$ cat src/rtl/lcd_text_driver_if.sv
// Generator-side and LCD-side signals of the text driver, bundled so the
// driver sees them as one port.
interface lcd_text_driver_if;
    logic [4:0] index;
    logic [7:0] char_in;
    logic       lcd_e;
    logic       lcd_rs;
    logic       lcd_rw;
    logic [7:0] lcd_data;

    modport master (output index, lcd_e, lcd_rs, lcd_rw, lcd_data, input char_in);
    modport slave  (input index, lcd_e, lcd_rs, lcd_rw, lcd_data, output char_in);
endinterface

$ cat src/rtl/lcd_text_driver.sv
// HD44780 2x16 text driver: one-time init, then endless refresh of both lines.
// Define LCD_INIT_REPEAT_EN to issue Function Set three times during init.
module lcd_text_driver #(
    parameter int STEP_CYCLES    = 50,
    parameter int E_WIDTH        = 12,
    parameter int POWERUP_CYCLES = 20000,
    parameter int CLEAR_CYCLES   = 2000
) (
    input  logic               clk,
    input  logic               rst,
    lcd_text_driver_if.master  bus,
    output logic               init_done,
    output logic               frame_done
);

    localparam int CNT_MAX = (POWERUP_CYCLES > STEP_CYCLES + CLEAR_CYCLES) ?
                             POWERUP_CYCLES : STEP_CYCLES + CLEAR_CYCLES;
    localparam int CNT_W   = $clog2(CNT_MAX + 1);

    localparam logic [CNT_W-1:0] PWR_LAST  = CNT_W'(POWERUP_CYCLES - 1);
    localparam logic [CNT_W-1:0] STEP_LAST = CNT_W'(STEP_CYCLES - 1);
    localparam logic [CNT_W-1:0] CLR_LAST  = CNT_W'(STEP_CYCLES + CLEAR_CYCLES - 1);
    // lcd_e is registered, so it is armed one count early to be high on cnt 4..
    localparam logic [CNT_W-1:0] E_ARM     = CNT_W'(3);
    localparam logic [CNT_W-1:0] E_DISARM  = CNT_W'(3 + E_WIDTH);
    localparam logic [CNT_W-1:0] IDX_CNT   = CNT_W'(0);
    localparam logic [CNT_W-1:0] LOAD_CNT  = CNT_W'(2);

    typedef enum logic [3:0] {
        PWRUP, FSET, DISP, ENTRY, CLR, ADDR1, WR1, ADDR2, WR2
    } state_t;

    state_t           state, state_next;
    logic [CNT_W-1:0] cnt;
    logic [CNT_W-1:0] step_last;
    logic             step_end;
    logic [3:0]       char_cnt;
    logic [7:0]       cmd_byte;
    logic             fset_last;
    logic             is_write;

`ifdef LCD_INIT_REPEAT_EN
    logic [1:0] fset_cnt;

    always_ff @(posedge clk or negedge rst) begin
        if (!rst)
            fset_cnt <= '0;
        else if (state == FSET && step_end)
            fset_cnt <= fset_cnt + 2'd1;
    end

    assign fset_last = (fset_cnt == 2'd2);
`else
    assign fset_last = 1'b1;
`endif

    assign is_write   = (state == WR1) || (state == WR2);
    assign step_end   = (cnt == step_last);
    assign bus.lcd_rw = 1'b0;

    always_comb begin
        step_last = STEP_LAST;
        cmd_byte  = 8'h00;
        case (state)
            PWRUP: step_last = PWR_LAST;
            FSET:  cmd_byte  = 8'h38;
            DISP:  cmd_byte  = 8'h0C;
            ENTRY: cmd_byte  = 8'h06;
            CLR: begin
                cmd_byte  = 8'h01;
                step_last = CLR_LAST;
            end
            ADDR1: cmd_byte  = 8'h80;
            ADDR2: cmd_byte  = 8'hC0;
            default: ;
        endcase
    end

    always_ff @(posedge clk or negedge rst) begin
        if (!rst)
            state <= PWRUP;
        else
            state <= state_next;
    end

    always_comb begin
        state_next = state;
        if (step_end) begin
            case (state)
                PWRUP:   state_next = FSET;
                FSET:    state_next = fset_last ? DISP : FSET;
                DISP:    state_next = ENTRY;
                ENTRY:   state_next = CLR;
                CLR:     state_next = ADDR1;
                ADDR1:   state_next = WR1;
                WR1:     state_next = (char_cnt == 4'd15) ? ADDR2 : WR1;
                ADDR2:   state_next = WR2;
                WR2:     state_next = (char_cnt == 4'd15) ? ADDR1 : WR2;
                default: state_next = PWRUP;
            endcase
        end
    end

    // char_in is latched only at cnt==2, so later changes cannot disturb the strobe
    always_ff @(posedge clk or negedge rst) begin
        if (!rst) begin
            cnt          <= '0;
            char_cnt     <= 4'd0;
            bus.index    <= 5'd0;
            bus.lcd_e    <= 1'b0;
            bus.lcd_rs   <= 1'b0;
            bus.lcd_data <= 8'h00;
            init_done    <= 1'b0;
            frame_done   <= 1'b0;
        end else begin
            cnt <= step_end ? '0 : cnt + CNT_W'(1);

            if (step_end && is_write)
                char_cnt <= char_cnt + 4'd1;

            if (cnt == IDX_CNT) begin
                if (state == WR1)
                    bus.index <= {1'b0, char_cnt};
                else if (state == WR2)
                    bus.index <= {1'b1, char_cnt};
            end

            if (cnt == LOAD_CNT && state != PWRUP) begin
                bus.lcd_rs   <= is_write;
                bus.lcd_data <= is_write ? bus.char_in : cmd_byte;
            end

            bus.lcd_e <= (state != PWRUP) && (cnt >= E_ARM) && (cnt < E_DISARM);

            if (state_next == ADDR1)
                init_done <= 1'b1;

            frame_done <= (state == WR2) && (state_next == ADDR1);
        end
    end

endmodule
$ cat src/flat_wrapper.sv
// flat-port wrapper written by rule: the top's interface ports become plain ports
module lcd_text_driver_flat 
#(
    parameter int STEP_CYCLES    = 50,
    parameter int E_WIDTH        = 12,
    parameter int POWERUP_CYCLES = 20000,
    parameter int CLEAR_CYCLES   = 2000
)
  (clk, rst, init_done, frame_done, bus_index, bus_lcd_e, bus_lcd_rs, bus_lcd_rw, bus_lcd_data, bus_char_in);
  lcd_text_driver_if bus_i ();
  input  logic clk;
  input  logic rst;
  output logic init_done;
  output logic frame_done;
  output wire logic [$bits(bus_i.index)-1:0] bus_index;
  output wire logic [$bits(bus_i.lcd_e)-1:0] bus_lcd_e;
  output wire logic [$bits(bus_i.lcd_rs)-1:0] bus_lcd_rs;
  output wire logic [$bits(bus_i.lcd_rw)-1:0] bus_lcd_rw;
  output wire logic [$bits(bus_i.lcd_data)-1:0] bus_lcd_data;
  input wire logic [$bits(bus_i.char_in)-1:0] bus_char_in;
  assign bus_index = bus_i.index;
  assign bus_lcd_e = bus_i.lcd_e;
  assign bus_lcd_rs = bus_i.lcd_rs;
  assign bus_lcd_rw = bus_i.lcd_rw;
  assign bus_lcd_data = bus_i.lcd_data;
  assign bus_i.char_in = bus_char_in;
  lcd_text_driver #(.STEP_CYCLES(STEP_CYCLES), .E_WIDTH(E_WIDTH), .POWERUP_CYCLES(POWERUP_CYCLES), .CLEAR_CYCLES(CLEAR_CYCLES)) u_core (.clk(clk), .rst(rst), .bus(bus_i), .init_done(init_done), .frame_done(frame_done));
endmodule
$ cat config.mk
export PLATFORM = sky130hd
export DESIGN_NAME = lcd_text_driver_flat
export DESIGN_NICKNAME = d
export VERILOG_FILES = /design/src/rtl/lcd_text_driver_if.sv /design/src/rtl/lcd_text_driver.sv /design/src/flat_wrapper.sv
export SDC_FILE = /design/constraint.sdc
export NUM_CORES = 1
export LEC_CHECK = 0
export ABC_AREA = 1
export CAP_MARGIN = 10
export CORE_ASPECT_RATIO = 0.9
export CORE_MARGIN = 5
export CORE_UTILIZATION = 30
export DETAILED_ROUTE_END_ITERATION = 8
export PLACE_DENSITY = 0.49
export SYNTH_ARGS = -nofsm -noshare
export SYNTH_HDL_FRONTEND = slang
export SYNTH_SLANG_ARGS = --single-unit
$ cat constraint.sdc
create_clock -name clk -period 2.23 [get_ports clk]
set_clock_uncertainty 0.05 [all_clocks]
set_input_delay 0.446 -clock clk [delete_from_list [all_inputs] [get_ports clk]]
set_output_delay 0.446 -clock clk [all_outputs]
set_load 0.1 [all_outputs]
==> metrics <==
NumNets Final=339; Critical Path Source Type=register; top-count cell post-synth=nand2_1; mux share of post-synthesis cell area=0.9890%; pin count of the biggest net entering global routing=23; EDFF count, synth=0; WL per Instance=12.60 µm; CTS root buf=clkbuf_8; overall die area=roughly 9400 µm²; post-CTS resize count=0; largest family of logic cells by synthesized area=simple AND/OR/NAND/NOR gates; Max Cap Viol=0; Setup violations, final=0; vias in the first global route=1839; YS warnings=0; Post-CTS Repair Setup Buffers=0; setup TNS=0 ps; mapped cell area=2277 µm²; Worst EP arrival=approximately 2100 ps; Worst-Skew Late Latency=290 ps; Synth Area in Compound Gates=9.505%; total routed wirelength=5317 µm; Final Hold Vio Count=0; vias=roughly 1900; status=complete, no violations; port bufs=26; cell accounting for the most synthesized area=dfrtp_1; Post-DP HPWL=roughly 4200 µm; Final period util=a little under nine tenths; syn avg cell area=7.799 µm²; # fillers=800; post-synthesis sequential area ratio=43.96%; post-synthesis cell type count=33; Max VDD drop=0.1957 mV; CTS max path bufs=2; Hold Crit Class=primary input to asynchronous set/reset pin; RSZ-0062 raised after global routing=false; GPL Wtd Cong=around 0.85; leak pwr=1.388 nW; xor-xnor portion of the synthesized cell area=2.308%; H-tree depth=2; Synth top area share=around 44%; PD cells=467.5 nW/µm²; Synth Flop Type=dfrtp_1; Die Height=92.65 µm; worst hold margin=47.02 ps; FF-to-FF path depth=9; Synth Area in Simple Gates=31.59%; Antenna Cells=0; antenna violations before repair=0; post-synthesis register bit count=40; fraction of registers with async set/reset=100.0%; row cnt=30; vias per std cell=4.514; CP required=2370 ps; drc violations=0; DR iter-0 viols=63; hold_buf cts=0; top cells by count, synth=nand2_1, dfrtp_1, inv_1; Synth Area in Adders=2.198%; Final min period=1923 ps; syn nets=306; I/O pins=28; share of layout cells above drive strength 1=17.79%; worst-path fanout max=10; Global Route Usage Sum=11.89%; Slew Limit Fails=0; clock-pin slew on the worst setup and hold paths=80 ps; antenna-violating nets left=0; CTS tree=done; die width=101.8 µm; Synth area leaders=dfrtp_1, nand2_1, inv_1; CTS buffer count=5; Worst Setup End Kind=register; first-pass GRT wire length=8811 µm; gr ovfl total=0; Initial Utilization=30.49%; area grow syn2layout=19.34%; CP Class=register to register; cell count after synthesis=292; DRT Pass-1 Iters=4; Core Region=about 7500 µm²; clk sinks=40; fmax=~520 MHz
[sequential cells by signal, indices dropped and copies added, names as in the netlist]
name	flops
u_core.bus.index	5
u_core.bus.lcd_data	8
u_core.bus.lcd_e	1
u_core.bus.lcd_rs	1
u_core.char_cnt	4
u_core.cnt	15
u_core.frame_done	1
u_core.init_done	1
u_core.state	4
[critical path, stage by stage, from the launching register on]
cell and delay, ps:
dfrtp_1 510, nor2_8 260, inv_2 50, nor2_2 130, nor2_2 90, nor2_8 140, nand3_4 190, nor2_4 170
nand2_1 80, xor2_1 140
[layout make-up]
| class | count | area, µm² | share of cell area [%] |
|---|---|---|---|
| clock buffer | 6 | 82.58 | 3.039 |
| timing repair buffer | 30 | 255.2 | 9.392 |
| inverter | 49 | 183.9 | 6.768 |
| sequential | 40 | 1001 | 36.83 |
| tap | 96 | 120.1 | 4.420 |
| multi-input combinational | 199 | 1065 | 39.18 |
| clock inverter | 2 | 10.01 | 0.3683 |
[per-layer routing]
metal	track usage [%]	up-vias	wire length [µm]
li1	-	992	-
met5	0	-	0
met2	16.94	41	2177
met4	5.355	0	135
met3	2.861	9	250
met1	16.88	863	2754
[logic make-up (layout without fill, tap and decap cells)]
group                    after synthesis  count (layout)
XOR/XNOR                               6               6
flip-flops                            40              40
multiplexers                           2               2
other                                  1               1
adder cells (fa/ha/maj)                4               4
AND/OR/NAND/NOR                      147             147
buffers and inverters                 53              87
AO/OA/AOI/OAI                         39              39
[final timing paths]
check                                      start                  to  slack [ps]
min in group clk                u_core.init_done    u_core.init_done         420
worst min register to register  u_core.init_done    u_core.init_done         420
worst min-delay path                         rst       u_core.cnt[6]          50
worst max register to register   u_core.state[1]  u_core.char_cnt[2]         310
max in group asynchronous                    rst   u_core.frame_done        1610
worst max-delay path             u_core.state[1]  u_core.char_cnt[2]         310
[placed cells by master, fill, tap and decap left out, drive strengths merged, types with 4 or more instances in the layout]
| cell | instances |
|---|---|
| nand2 | 75 |
| inv | 48 |
| dfrtp | 40 |
| nor2 | 33 |
| o21ai | 24 |
| nand3 | 22 |
| buf | 22 |
| nor3 | 9 |
| clkdlybuf4s50 | 8 |
| a21oi | 7 |
| xor2 | 6 |
| clkbuf | 6 |
| nand4 | 5 |
| ha | 4 |
[through the flow]
step	setup WS (ps)	area, µm²	power (mW)	cells	utilization [%]
after detailed placement	302.2	2625	0.7810	414	35.14
final	306.8	2718	1.270	422	36.38
after global routing	51.26	2718	1.322	422	36.38
after CTS	273.6	2718	1.298	422	36.38
after global placement	287.2	2625	0.7817	414	35.14
after floorplan	571.5	2277	0.7479	292	-
[report_power, final]
group | total, mW | switching (mW) | internal (mW)
combinational | 0.0403 | 0.0241 | 0.0162
sequential | 0.725 | 0 | 0.725
clock | 0.505 | 0.258 | 0.247
total | 1.27 | 0.282 | 0.988
No activity file was read; power rests on OpenSTA's default activity.
